## src/rtl/decoder.sv

```systemverilog
// 8B/10B receive code-group decoder with running-disparity tracking for the 1000BASE-X PCS.
// Define DECODER_ERR_CNT_EN to add the saturating err_cnt output and its register.
module decoder (
    input  logic       GTX_CLK,
    input  logic       mr_main_reset,
    input  logic       rx_valid,
    input  logic [9:0] rx_code_group,
    output logic       dec_valid,
    output logic [7:0] rx_o_set,
    output logic       rx_k,
    output logic       rx_comma,
    output logic       rx_cv,
    output logic       rx_rd_err,
`ifdef DECODER_ERR_CNT_EN
    output logic       rx_rd,
    output logic [7:0] err_cnt
`else
    output logic       rx_rd
`endif
);

    localparam logic [5:0] K28_NEG = 6'b001111;
    localparam logic [5:0] K28_POS = 6'b110000;

    function automatic logic rd_after_six(input logic rd, input logic [5:0] s);
        logic [2:0] ones;
        ones = 3'd0;
        for (int i = 0; i < 6; i++) ones = ones + {2'b00, s[i]};
        if (s == 6'b000111) return 1'b1;
        if (s == 6'b111000) return 1'b0;
        if (ones > 3'd3) return 1'b1;
        if (ones < 3'd3) return 1'b0;
        return rd;
    endfunction

    function automatic logic rd_after_four(input logic rd, input logic [3:0] f);
        logic [2:0] ones;
        ones = 3'd0;
        for (int i = 0; i < 4; i++) ones = ones + {2'b00, f[i]};
        if (f == 4'b0011) return 1'b1;
        if (f == 4'b1100) return 1'b0;
        if (ones > 3'd2) return 1'b1;
        if (ones < 3'd2) return 1'b0;
        return rd;
    endfunction

    // K28 fghj in the form that follows 001111; returns {found, y}
    function automatic logic [3:0] k28_lookup(input logic [3:0] f);
        logic [3:0] r;
        case (f)
            4'b0100: r = 4'b1000;
            4'b1001: r = 4'b1001;
            4'b0101: r = 4'b1010;
            4'b0011: r = 4'b1011;
            4'b0010: r = 4'b1100;
            4'b1010: r = 4'b1101;
            4'b0110: r = 4'b1110;
            4'b1000: r = 4'b1111;
            default: r = 4'b0000;
        endcase
        return r;
    endfunction

    logic [5:0] six_b;
    logic [3:0] four_b;
    assign six_b  = rx_code_group[9:4];
    assign four_b = rx_code_group[3:0];

    // 5b/6b table: {in RD- column, in RD+ column, EDCBA}
    logic       six_in_m;
    logic       six_in_p;
    logic [4:0] six_val;

    always_comb begin
        {six_in_m, six_in_p, six_val} = 7'd0;
        case (six_b)
            6'b100111: {six_in_m, six_in_p, six_val} = {2'b10, 5'd0};
            6'b011000: {six_in_m, six_in_p, six_val} = {2'b01, 5'd0};
            6'b011101: {six_in_m, six_in_p, six_val} = {2'b10, 5'd1};
            6'b100010: {six_in_m, six_in_p, six_val} = {2'b01, 5'd1};
            6'b101101: {six_in_m, six_in_p, six_val} = {2'b10, 5'd2};
            6'b010010: {six_in_m, six_in_p, six_val} = {2'b01, 5'd2};
            6'b110001: {six_in_m, six_in_p, six_val} = {2'b11, 5'd3};
            6'b110101: {six_in_m, six_in_p, six_val} = {2'b10, 5'd4};
            6'b001010: {six_in_m, six_in_p, six_val} = {2'b01, 5'd4};
            6'b101001: {six_in_m, six_in_p, six_val} = {2'b11, 5'd5};
            6'b011001: {six_in_m, six_in_p, six_val} = {2'b11, 5'd6};
            6'b111000: {six_in_m, six_in_p, six_val} = {2'b10, 5'd7};
            6'b000111: {six_in_m, six_in_p, six_val} = {2'b01, 5'd7};
            6'b111001: {six_in_m, six_in_p, six_val} = {2'b10, 5'd8};
            6'b000110: {six_in_m, six_in_p, six_val} = {2'b01, 5'd8};
            6'b100101: {six_in_m, six_in_p, six_val} = {2'b11, 5'd9};
            6'b010101: {six_in_m, six_in_p, six_val} = {2'b11, 5'd10};
            6'b110100: {six_in_m, six_in_p, six_val} = {2'b11, 5'd11};
            6'b001101: {six_in_m, six_in_p, six_val} = {2'b11, 5'd12};
            6'b101100: {six_in_m, six_in_p, six_val} = {2'b11, 5'd13};
            6'b011100: {six_in_m, six_in_p, six_val} = {2'b11, 5'd14};
            6'b010111: {six_in_m, six_in_p, six_val} = {2'b10, 5'd15};
            6'b101000: {six_in_m, six_in_p, six_val} = {2'b01, 5'd15};
            6'b011011: {six_in_m, six_in_p, six_val} = {2'b10, 5'd16};
            6'b100100: {six_in_m, six_in_p, six_val} = {2'b01, 5'd16};
            6'b100011: {six_in_m, six_in_p, six_val} = {2'b11, 5'd17};
            6'b010011: {six_in_m, six_in_p, six_val} = {2'b11, 5'd18};
            6'b110010: {six_in_m, six_in_p, six_val} = {2'b11, 5'd19};
            6'b001011: {six_in_m, six_in_p, six_val} = {2'b11, 5'd20};
            6'b101010: {six_in_m, six_in_p, six_val} = {2'b11, 5'd21};
            6'b011010: {six_in_m, six_in_p, six_val} = {2'b11, 5'd22};
            6'b111010: {six_in_m, six_in_p, six_val} = {2'b10, 5'd23};
            6'b000101: {six_in_m, six_in_p, six_val} = {2'b01, 5'd23};
            6'b110011: {six_in_m, six_in_p, six_val} = {2'b10, 5'd24};
            6'b001100: {six_in_m, six_in_p, six_val} = {2'b01, 5'd24};
            6'b100110: {six_in_m, six_in_p, six_val} = {2'b11, 5'd25};
            6'b010110: {six_in_m, six_in_p, six_val} = {2'b11, 5'd26};
            6'b110110: {six_in_m, six_in_p, six_val} = {2'b10, 5'd27};
            6'b001001: {six_in_m, six_in_p, six_val} = {2'b01, 5'd27};
            6'b001110: {six_in_m, six_in_p, six_val} = {2'b11, 5'd28};
            6'b101110: {six_in_m, six_in_p, six_val} = {2'b10, 5'd29};
            6'b010001: {six_in_m, six_in_p, six_val} = {2'b01, 5'd29};
            6'b011110: {six_in_m, six_in_p, six_val} = {2'b10, 5'd30};
            6'b100001: {six_in_m, six_in_p, six_val} = {2'b01, 5'd30};
            6'b101011: {six_in_m, six_in_p, six_val} = {2'b10, 5'd31};
            6'b010100: {six_in_m, six_in_p, six_val} = {2'b01, 5'd31};
            K28_NEG:   {six_in_m, six_in_p, six_val} = {2'b10, 5'd28};
            K28_POS:   {six_in_m, six_in_p, six_val} = {2'b01, 5'd28};
            default:   {six_in_m, six_in_p, six_val} = 7'd0;
        endcase
    end

    // 3b/4b data table: {in RD- column, in RD+ column, alternate D.x.7 form, HGF}
    logic       four_in_m;
    logic       four_in_p;
    logic       four_alt;
    logic [2:0] four_val;

    always_comb begin
        {four_in_m, four_in_p, four_alt, four_val} = 6'd0;
        case (four_b)
            4'b1011: {four_in_m, four_in_p, four_alt, four_val} = {3'b100, 3'd0};
            4'b0100: {four_in_m, four_in_p, four_alt, four_val} = {3'b010, 3'd0};
            4'b1001: {four_in_m, four_in_p, four_alt, four_val} = {3'b110, 3'd1};
            4'b0101: {four_in_m, four_in_p, four_alt, four_val} = {3'b110, 3'd2};
            4'b1100: {four_in_m, four_in_p, four_alt, four_val} = {3'b100, 3'd3};
            4'b0011: {four_in_m, four_in_p, four_alt, four_val} = {3'b010, 3'd3};
            4'b1101: {four_in_m, four_in_p, four_alt, four_val} = {3'b100, 3'd4};
            4'b0010: {four_in_m, four_in_p, four_alt, four_val} = {3'b010, 3'd4};
            4'b1010: {four_in_m, four_in_p, four_alt, four_val} = {3'b110, 3'd5};
            4'b0110: {four_in_m, four_in_p, four_alt, four_val} = {3'b110, 3'd6};
            4'b1110: {four_in_m, four_in_p, four_alt, four_val} = {3'b100, 3'd7};
            4'b0001: {four_in_m, four_in_p, four_alt, four_val} = {3'b010, 3'd7};
            4'b0111: {four_in_m, four_in_p, four_alt, four_val} = {3'b101, 3'd7};
            4'b1000: {four_in_m, four_in_p, four_alt, four_val} = {3'b011, 3'd7};
            default: {four_in_m, four_in_p, four_alt, four_val} = 6'd0;
        endcase
    end

    logic       rd_six;
    logic       rd_next;
    logic       is_k28;
    logic [3:0] k_eff;
    logic [3:0] k_own;
    logic [3:0] k_oth;
    logic       six_ok;
    logic       six_any;
    logic       four_ok;
    logic       four_any;
    logic [2:0] hgf;
    logic       cv_d;
    logic       rd_err_d;
    logic       k_d;
    logic       comma_d;
    logic [7:0] oset_d;

    always_comb begin
        rd_six   = rd_after_six(rx_rd, six_b);
        rd_next  = rd_after_four(rd_six, four_b);
        is_k28   = (six_b == K28_NEG) || (six_b == K28_POS);
        // After 110000 the K28 fghj is the complement of the 001111 form
        k_eff    = (six_b == K28_POS) ? ~four_b : four_b;
        k_own    = k28_lookup(k_eff);
        k_oth    = k28_lookup(~k_eff);
        six_ok   = rx_rd ? six_in_p : six_in_m;
        six_any  = six_in_m | six_in_p;
        four_ok  = 1'b0;
        four_any = 1'b0;
        hgf      = 3'd0;
        if (is_k28) begin
            four_ok  = k_own[3];
            four_any = k_own[3] | k_oth[3];
            hgf      = k_own[3] ? k_own[2:0] : k_oth[2:0];
        end else begin
            four_ok  = rd_six ? four_in_p : four_in_m;
            four_any = four_in_m | four_in_p;
            hgf      = four_val;
        end
        cv_d     = !(six_any && four_any);
        rd_err_d = !cv_d && !(six_ok && four_ok);
        k_d      = !cv_d && (is_k28 || (four_alt && (six_val == 5'd23 || six_val == 5'd27 ||
                                                      six_val == 5'd29 || six_val == 5'd30)));
        oset_d   = cv_d ? 8'h00 : {hgf, six_val};
        comma_d  = (rx_code_group[9:3] == 7'b0011111) || (rx_code_group[9:3] == 7'b1100000);
    end

    always_ff @(posedge GTX_CLK or negedge mr_main_reset) begin
        if (!mr_main_reset) begin
            dec_valid <= 1'b0;
            rx_o_set  <= 8'h00;
            rx_k      <= 1'b0;
            rx_comma  <= 1'b0;
            rx_cv     <= 1'b0;
            rx_rd_err <= 1'b0;
            rx_rd     <= 1'b0;
        end else begin
            dec_valid <= rx_valid;
            if (rx_valid) begin
                rx_o_set  <= oset_d;
                rx_k      <= k_d;
                rx_comma  <= comma_d;
                rx_cv     <= cv_d;
                rx_rd_err <= rd_err_d;
                rx_rd     <= rd_next;
            end
        end
    end

`ifdef DECODER_ERR_CNT_EN
    always_ff @(posedge GTX_CLK or negedge mr_main_reset) begin
        if (!mr_main_reset) begin
            err_cnt <= 8'd0;
        end else if (rx_valid && (cv_d || rd_err_d) && (err_cnt != 8'hFF)) begin
            err_cnt <= err_cnt + 8'd1;
        end
    end
`endif

endmodule

```

## config.mk

```make
export PLATFORM = sky130hd
export DESIGN_NAME = decoder
export DESIGN_NICKNAME = d
export VERILOG_FILES = /design/src/rtl/decoder.sv
export SDC_FILE = /design/constraint.sdc
export NUM_CORES = 1
export LEC_CHECK = 0
export CAP_MARGIN = 20
export CELL_PAD_IN_SITES_DETAIL_PLACEMENT = 1
export CELL_PAD_IN_SITES_GLOBAL_PLACEMENT = 1
export CORE_UTILIZATION = 27
export CTS_BUF_LIST = sky130_fd_sc_hd__clkbuf_8 sky130_fd_sc_hd__clkbuf_16
export CTS_CLUSTER_SIZE = 28
export DETAILED_ROUTE_END_ITERATION = 6
export HOLD_SLACK_MARGIN = 0.03
export PLACE_DENSITY = 0.66
export SLEW_MARGIN = 20
export SYNTH_ARGS = -nofsm -noshare
export SYNTH_HDL_FRONTEND = slang
export SYNTH_SLANG_ARGS = --single-unit
export TNS_END_PERCENT = 100
```

## constraint.sdc

```tcl
create_clock -name GTX_CLK -period 1.5 [get_ports GTX_CLK]
set_input_delay 0.375 -clock GTX_CLK [delete_from_list [all_inputs] [get_ports GTX_CLK]]
set_output_delay 0.375 -clock GTX_CLK [all_outputs]
set_load 0.02 [all_outputs]
```

After elaboration in Yosys (flattened, before gate mapping)
Memories as Yosys holds them, arrays and structs flattened.
Index checks and enable logic that the tools add are counted.
{"block": "totals", "rom_bits": 672, "n_memories": 4, "input_bits": 13, "register_bits": 14}
{"block": "op_classes", "n_eq_ne": 12, "reduce_logical": 13, "n_lt_le_gt_ge": 4, "n_addsub": 8, "bitwise_logic": 5, "muxes": 44}
{"memory": "(name not given)", "depth": 64, "width": 7, "rd": 1, "rd_clocked_by_memory_dff": 0, "write_ports": 0, "line": "76", "rtl": "case (six_b)"}
{"memory": "(name not given)", "depth": 16, "width": 6, "rd": 1, "rd_clocked_by_memory_dff": 0, "write_ports": 0, "line": "137", "rtl": "case (four_b)"}
{"memory": "(name not given)", "depth": 16, "width": 4, "rd": 1, "rd_clocked_by_memory_dff": 0, "write_ports": 0, "line": "50", "rtl": "case (f)"}
{"memory": "(name not given)", "depth": 16, "width": 4, "rd": 1, "rd_clocked_by_memory_dff": 0, "write_ports": 0, "line": "50"}
{"op": "1-bit 2-to-1 mux", "n": 40}
{"op": "5-bit equality test, second input constant", "n": 4}
{"op": "3-bit by 1-bit adder with 3-bit output", "n": 4}
{"op": "6-bit equality test, second input constant", "n": 2}
{"op": "8-bit 2-to-1 mux", "n": 1}
{"op": "4-bit inverter", "n": 2}
{"op": "7-bit by 5-bit equality test with 1-bit output, second input constant", "n": 1}
{"op": "7-bit equality test, second input constant", "n": 1}
{"op": "2-bit by 1-bit adder with 3-bit output", "n": 2}
{"op": "6-bit by 3-bit equality test with 1-bit output, second input constant", "n": 1}
{"op": "6-bit by 4-bit equality test with 1-bit output, second input constant", "n": 1}
{"op": "3-bit by 2-bit > comparator with 1-bit output, second input constant", "n": 2}
{"op": "1-bit logical OR", "n": 6}
{"op": "3-bit by 2-bit < comparator with 1-bit output, second input constant", "n": 2}
{"op": "3-bit 2-to-1 mux", "n": 2}
{"op": "1-bit logical AND", "n": 5}
{"op": "1-bit by 1-bit adder with 2-bit output", "n": 2}
{"op": "4-bit by 2-bit equality test with 1-bit output, second input constant", "n": 1}
{"op": "4-bit equality test, second input constant", "n": 1}
{"op": "4-bit 2-to-1 mux", "n": 1}
{"op": "1-bit OR", "n": 3}
{"op": "1-bit zero test", "n": 2}

Depth between registers and ports, before layout
{"block": "depth", "word_depth": 21, "mapped_depth": 15, "ltp_nobuf": 14}

Least setup slack after synthesis
OpenSTA, ideal clock, no wires.
{"block": "synth_timing", "path_type": "input -> register", "startpoint": "in rx_code_group[7]", "endpoint": "reg rx_rd_err", "arrival_ps": 3418, "path_stages": 15, "path_slack_ps": -1983, "required_ps": 1435, "setup_ps": 65, "path_buffers": 1, "path_cell_list": "buf_6 -> inv_2 -> fa_1 -> fa_1 -> inv_1 -> ha_1 -> inv_1 -> fa_1 -> nand3b_1 -> a21oi_1 -> o21ai_1 -> mux2i_1 -> a221o_1 -> a221oi_1 -> a211o_1"}
{"block": "synth_between", "elab_chain_len": 17}
{"item": "start, declared", "line": "7", "rtl": "input logic [9:0] rx_code_group,"}
{"item": "3-bit by 1-bit adder with 3-bit output (3 in a row)", "line": "28", "rtl": "for (int i = 0; i < 6; i++) ones = ones + {2'b00, s[i]};"}
{"item": "3-bit by 2-bit < comparator with 1-bit output", "line": "32", "rtl": "if (ones < 3'd3) return 1'b0;"}
{"item": "1-bit 2-to-1 mux (2 in a row)", "line": "32"}
{"item": "1-bit 2-to-1 mux", "line": "31", "rtl": "if (ones > 3'd3) return 1'b1;"}
{"item": "1-bit 2-to-1 mux", "line": "30", "rtl": "if (s == 6'b111000) return 1'b0;"}
{"item": "1-bit 2-to-1 mux", "line": "33", "rtl": "return rd;"}
{"item": "1-bit 2-to-1 mux", "line": "32"}
{"item": "1-bit 2-to-1 mux", "line": "31"}
{"item": "1-bit 2-to-1 mux", "line": "30"}
{"item": "1-bit 2-to-1 mux", "line": "191", "rtl": "four_ok = rd_six ? four_in_p : four_in_m;"}
{"item": "1-bit 2-to-1 mux", "line": "186", "rtl": "if (is_k28) begin"}
{"item": "1-bit logical AND", "line": "196", "rtl": "rd_err_d = !cv_d && !(six_ok && four_ok);"}
{"item": "1-bit zero test", "line": "196"}
{"item": "1-bit logical AND *", "line": "196"}
{"item": "end signal, assigned", "line": "219", "rtl": "rx_rd_err <= rd_err_d;"}
{"item": "end, declared", "line": "13", "rtl": "output logic rx_rd_err,"}
Every way passes the cells marked *; elsewhere a longest branch is shown, timed or not. The select of a mux whose other input is x is not followed.
A chain may end at the register's enable or synchronous reset.

Worst setup path after layout
Ends and elaborated chain as after synthesis.

==> flow_summary.rst <==
.. list-table::
   :header-rows: 1

   * - Metric
     - Value
   * - Final critical delay including setup and external delays
     - 3340 ps
   * - VDD IR max
     - 0.399 mV
   * - Failing checks
     - setup timing
   * - Vias per std cell
     - 5.32
   * - Worst-margin pin slew
     - 494 ps
   * - Cell chosen for the clock root
     - sky130_fd_sc_hd__clkbuf_8
   * - Standard cell core area
     - 7690 sq um
   * - Global route total overflow
     - 0
   * - Worst Hold Slack
     - 439 ps
   * - Reg2reg setup slack
     - -270 ps
   * - Cell Pwr Density
     - 587 nW/um^2
   * - Share of layout cells above drive strength 1
     - 0.382
   * - Pins over their slew limit
     - 0
   * - Setup repair after global routing missed its margin
     - true
   * - Startpoint of the lowest-slack register-to-register path
     - rx_rd$_DFFE_PN0P_
   * - CP Capture Type
     - flip-flop
   * - Count of warnings emitted by yosys
     - 0
   * - Final #Nets
     - 404
   * - Clock tree from TritonCTS
     - yes
   * - Number of port buffers
     - 26
   * - Clock insertion delay at the later pin of the skew report
     - 240 ps
   * - Router iterations before antenna repair
     - 4
   * - Die Span X
     - 90.8 um
   * - Number of clock buffers inserted by TritonCTS
     - 3
   * - Reg2Reg Capture Point
     - rx_rd_err$_DFFE_PN0P_
   * - Unique cell type count in the Yosys netlist
     - 70
   * - Maximum fanout along the worst path
     - 4
   * - Final worst-path cycle share
     - 2.23
   * - Main area contributors after synthesis
     - sky130_fd_sc_hd__dfrtp_1 (16%), sky130_fd_sc_hd__ha_1 (7.0%), sky130_fd_sc_hd__mux2i_1 (5.2%)
   * - Total setup violations reported at the end of the flow
     - 12
   * - Max cap viols
     - 0
   * - Via count of the first global-routing pass
     - 2,770
   * - Area of the mapped netlist
     - 2130 sq um
   * - Number of H-tree levels
     - 1
   * - Least setup slack across all paths after layout
     - -1840 ps
   * - Wire length per cell after detailed routing
     - 17.9 um
   * - Relative max-transition margin
     - 0.669
   * - DRC violations left
     - 0
   * - R2R depth
     - 7
   * - Number of nets with antenna violations after routing
     - 0
   * - Num ports
     - 27
   * - Kind of critical path
     - primary input to flip-flop
   * - Maximum number of pins on one net before global-route repair
     - 27
   * - Register area share after synthesis
     - 0.164
   * - Largest area contributor in the netlist
     - sky130_fd_sc_hd__dfrtp_1
   * - Final HPWL DP
     - 5640 um
   * - Clock sinks
     - 14
   * - Syn-to-layout area delta
     - 60.2%
   * - GR Util All Layers
     - 0.201
   * - Worst hold-check path type
     - primary input to asynchronous set/reset pin
   * - Outcome
     - complete, but fails checks
   * - Synthesized net count
     - 307
   * - Total inserted antenna cells
     - 0
   * - Final hold violation count
     - 0
   * - FP Rows
     - 32
   * - Required time at the worst-slack endpoint
     - 1680 ps
   * - Routability cong.
     - 0.824
   * - Number of flops mapped to enable cells by yosys
     - 0
   * - Main flop type after synthesis
     - sky130_fd_sc_hd__dfrtp_1
   * - Dominant cell by count in the synthesized netlist
     - sky130_fd_sc_hd__nand2_1
   * - Iteration-0 DRC Markers
     - 46
   * - CTS clk-pin slew, worst paths
     - 60 ps
   * - Overall die area
     - 8250 sq um
   * - Async set or reset register ratio after synthesis
     - 1.00
   * - Total detailed-routing wirelength
     - 8530 um
   * - Setup total negative slack
     - -11,220 ps
   * - Yosys top cell area share
     - 0.164
   * - Fillers
     - 940
   * - DP Area
     - 3020 sq um
   * - Buffer levels on the longest clock path
     - 2
   * - Via count
     - 2,532
   * - Die Y
     - 90.8 um
   * - Static Leakage
     - 0.00155 uW
   * - Mean area per synthesized cell
     - 7.66 sq um
   * - Arr. time, crit path
     - 3520 ps
   * - Design area
     - 3410 sq um
   * - Number of antenna violations at the first check in global routing
     - 0
   * - Cell count after synthesis
     - 278
   * - Top achievable clock speed
     - 299 MHz
   * - Starting Density
     - 0.277
   * - First-pass GRT wire length
     - 13,500 um
   * - Flip-flop and latch count after synthesis
     - 14
   * - Commonest cells in the netlist
     - sky130_fd_sc_hd__nand2_1 (22), sky130_fd_sc_hd__a21oi_1 (20), sky130_fd_sc_hd__inv_1 (19)
   * - CP Launch Type
     - primary input
   * - Setup skew after layout
     - 0.0207 ps
cells in the final DEF (no fill, tap or decap), types with 7 or more instances in the layout:
master | netlist | layout
sky130_fd_sc_hd__a21oi_1 | 20 | 19
sky130_fd_sc_hd__a31oi_1 | 7 | 7
sky130_fd_sc_hd__buf_4 | 1 | 85
sky130_fd_sc_hd__dfrtp_1 | 14 | 14
sky130_fd_sc_hd__dlygate4sd2_1 | 0 | 14
sky130_fd_sc_hd__inv_1 | 19 | 15
sky130_fd_sc_hd__mux2i_1 | 11 | 11
sky130_fd_sc_hd__nand2_1 | 22 | 21
sky130_fd_sc_hd__nand2b_1 | 11 | 11
sky130_fd_sc_hd__nor2_1 | 17 | 17
sky130_fd_sc_hd__o21ai_0 | 11 | 11
per-layer routing:
layer  wire, um  up-vias  global-route usage
met5          0        -                   0
met4          0        0              0.0198
met3         87        0              0.0101
met2       4490       21               0.381
met1       3960     1280               0.257
li1           -     1231                   -
layout make-up:
type	instances	area, sq um	area share
clock buffer	4	55.1	0.0161
inverter	20	85.1	0.0249
tap	102	128	0.0374
sequential	14	350	0.103
multi-input combinational	219	1800	0.526
timing repair buffer	117	1000	0.293
critical path, stage by stage:
cell,delay (ps)
sky130_fd_sc_hd__buf_8,90
sky130_fd_sc_hd__inv_8,30
sky130_fd_sc_hd__fa_1,550
sky130_fd_sc_hd__fa_1,420
sky130_fd_sc_hd__inv_1,80
sky130_fd_sc_hd__ha_2,160
sky130_fd_sc_hd__inv_2,30
sky130_fd_sc_hd__fa_1,430
sky130_fd_sc_hd__nand3b_1,230
sky130_fd_sc_hd__a21oi_2,170
sky130_fd_sc_hd__o21ai_2,110
sky130_fd_sc_hd__mux2i_1,140
sky130_fd_sc_hd__a221o_1,320
sky130_fd_sc_hd__a221oi_2,260
sky130_fd_sc_hd__a211o_1,130
worst max-delay path by stage:
stage	from	endpoint	slack (ps)	depth (start not counted)
3_5_place_dp	rx_code_group[7]	rx_rd_err$_DFFE_PN0P_	-2550	15
6_report	rx_code_group[7]	rx_rd_err$_DFFE_PN0P_	-1840	15
3_3_place_gp	rx_code_group[4]	rx_rd_err$_DFFE_PN0P_	-2470	15
5_1_grt	rx_code_group[7]	rx_rd_err$_DFFE_PN0P_	-1960	15
4_1_cts	rx_code_group[4]	rx_rd_err$_DFFE_PN0P_	-1930	15
2_1_floorplan	rx_code_group[7]	rx_rd_err$_DFFE_PN0P_	-1860	15
logic make-up (layout without fill, tap and decap cells):
group	count (synthesis)	in the layout	synth area share
adders and majority gates	16	16	0.108
buffers and inverters	45	141	0.0922
xor gates and xnor gates	4	4	0.0164
and+or+nand+nor	86	86	0.214
DFF	14	14	0.164
muxes	11	11	0.0517
AOI/OAI and AO/OA	102	102	0.354
state kept, by name (all words and copies together), names as in the netlist:
signal	flops
rx_o_set	8
dec_valid	1
rx_comma	1
rx_cv	1
rx_k	1
rx_rd	1
rx_rd_err	1
power by group:
| group | switching [uW] | internal, uW |
|---|---|---|
| logic | 609 | 565 |
| registers | 34.6 | 432 |
| clock network | 131 | 232 |
repair_timing:
| action | 4_1_cts | 5_1_grt |
|---|---|---|
| hold buffers | 0 | 0 |
| setup endpoints to repair | 27 | 13 |
| pin swaps | 17 | 16 |
| resized for setup | 69 | 16 |
| cloned | 2 | 0 |
| buffers inserted | 12 | 5 |
metrics by stage:
| stage | instances | power [uW] | utilization | worst slack [ps] |
|---|---|---|---|---|
| 3_3_place_gp | 454 | 1510 | 0.393 | -2470 |
| 6_report | 476 | 2000 | 0.444 | -1840 |
| 3_5_place_dp | 454 | 1540 | 0.393 | -2550 |
| 4_1_cts | 472 | 1970 | 0.431 | -1930 |
| 5_1_grt | 476 | 2130 | 0.444 | -1960 |
| 2_1_floorplan | 278 | 1080 | - | -1860 |
(Power assumes the default switching activity.)
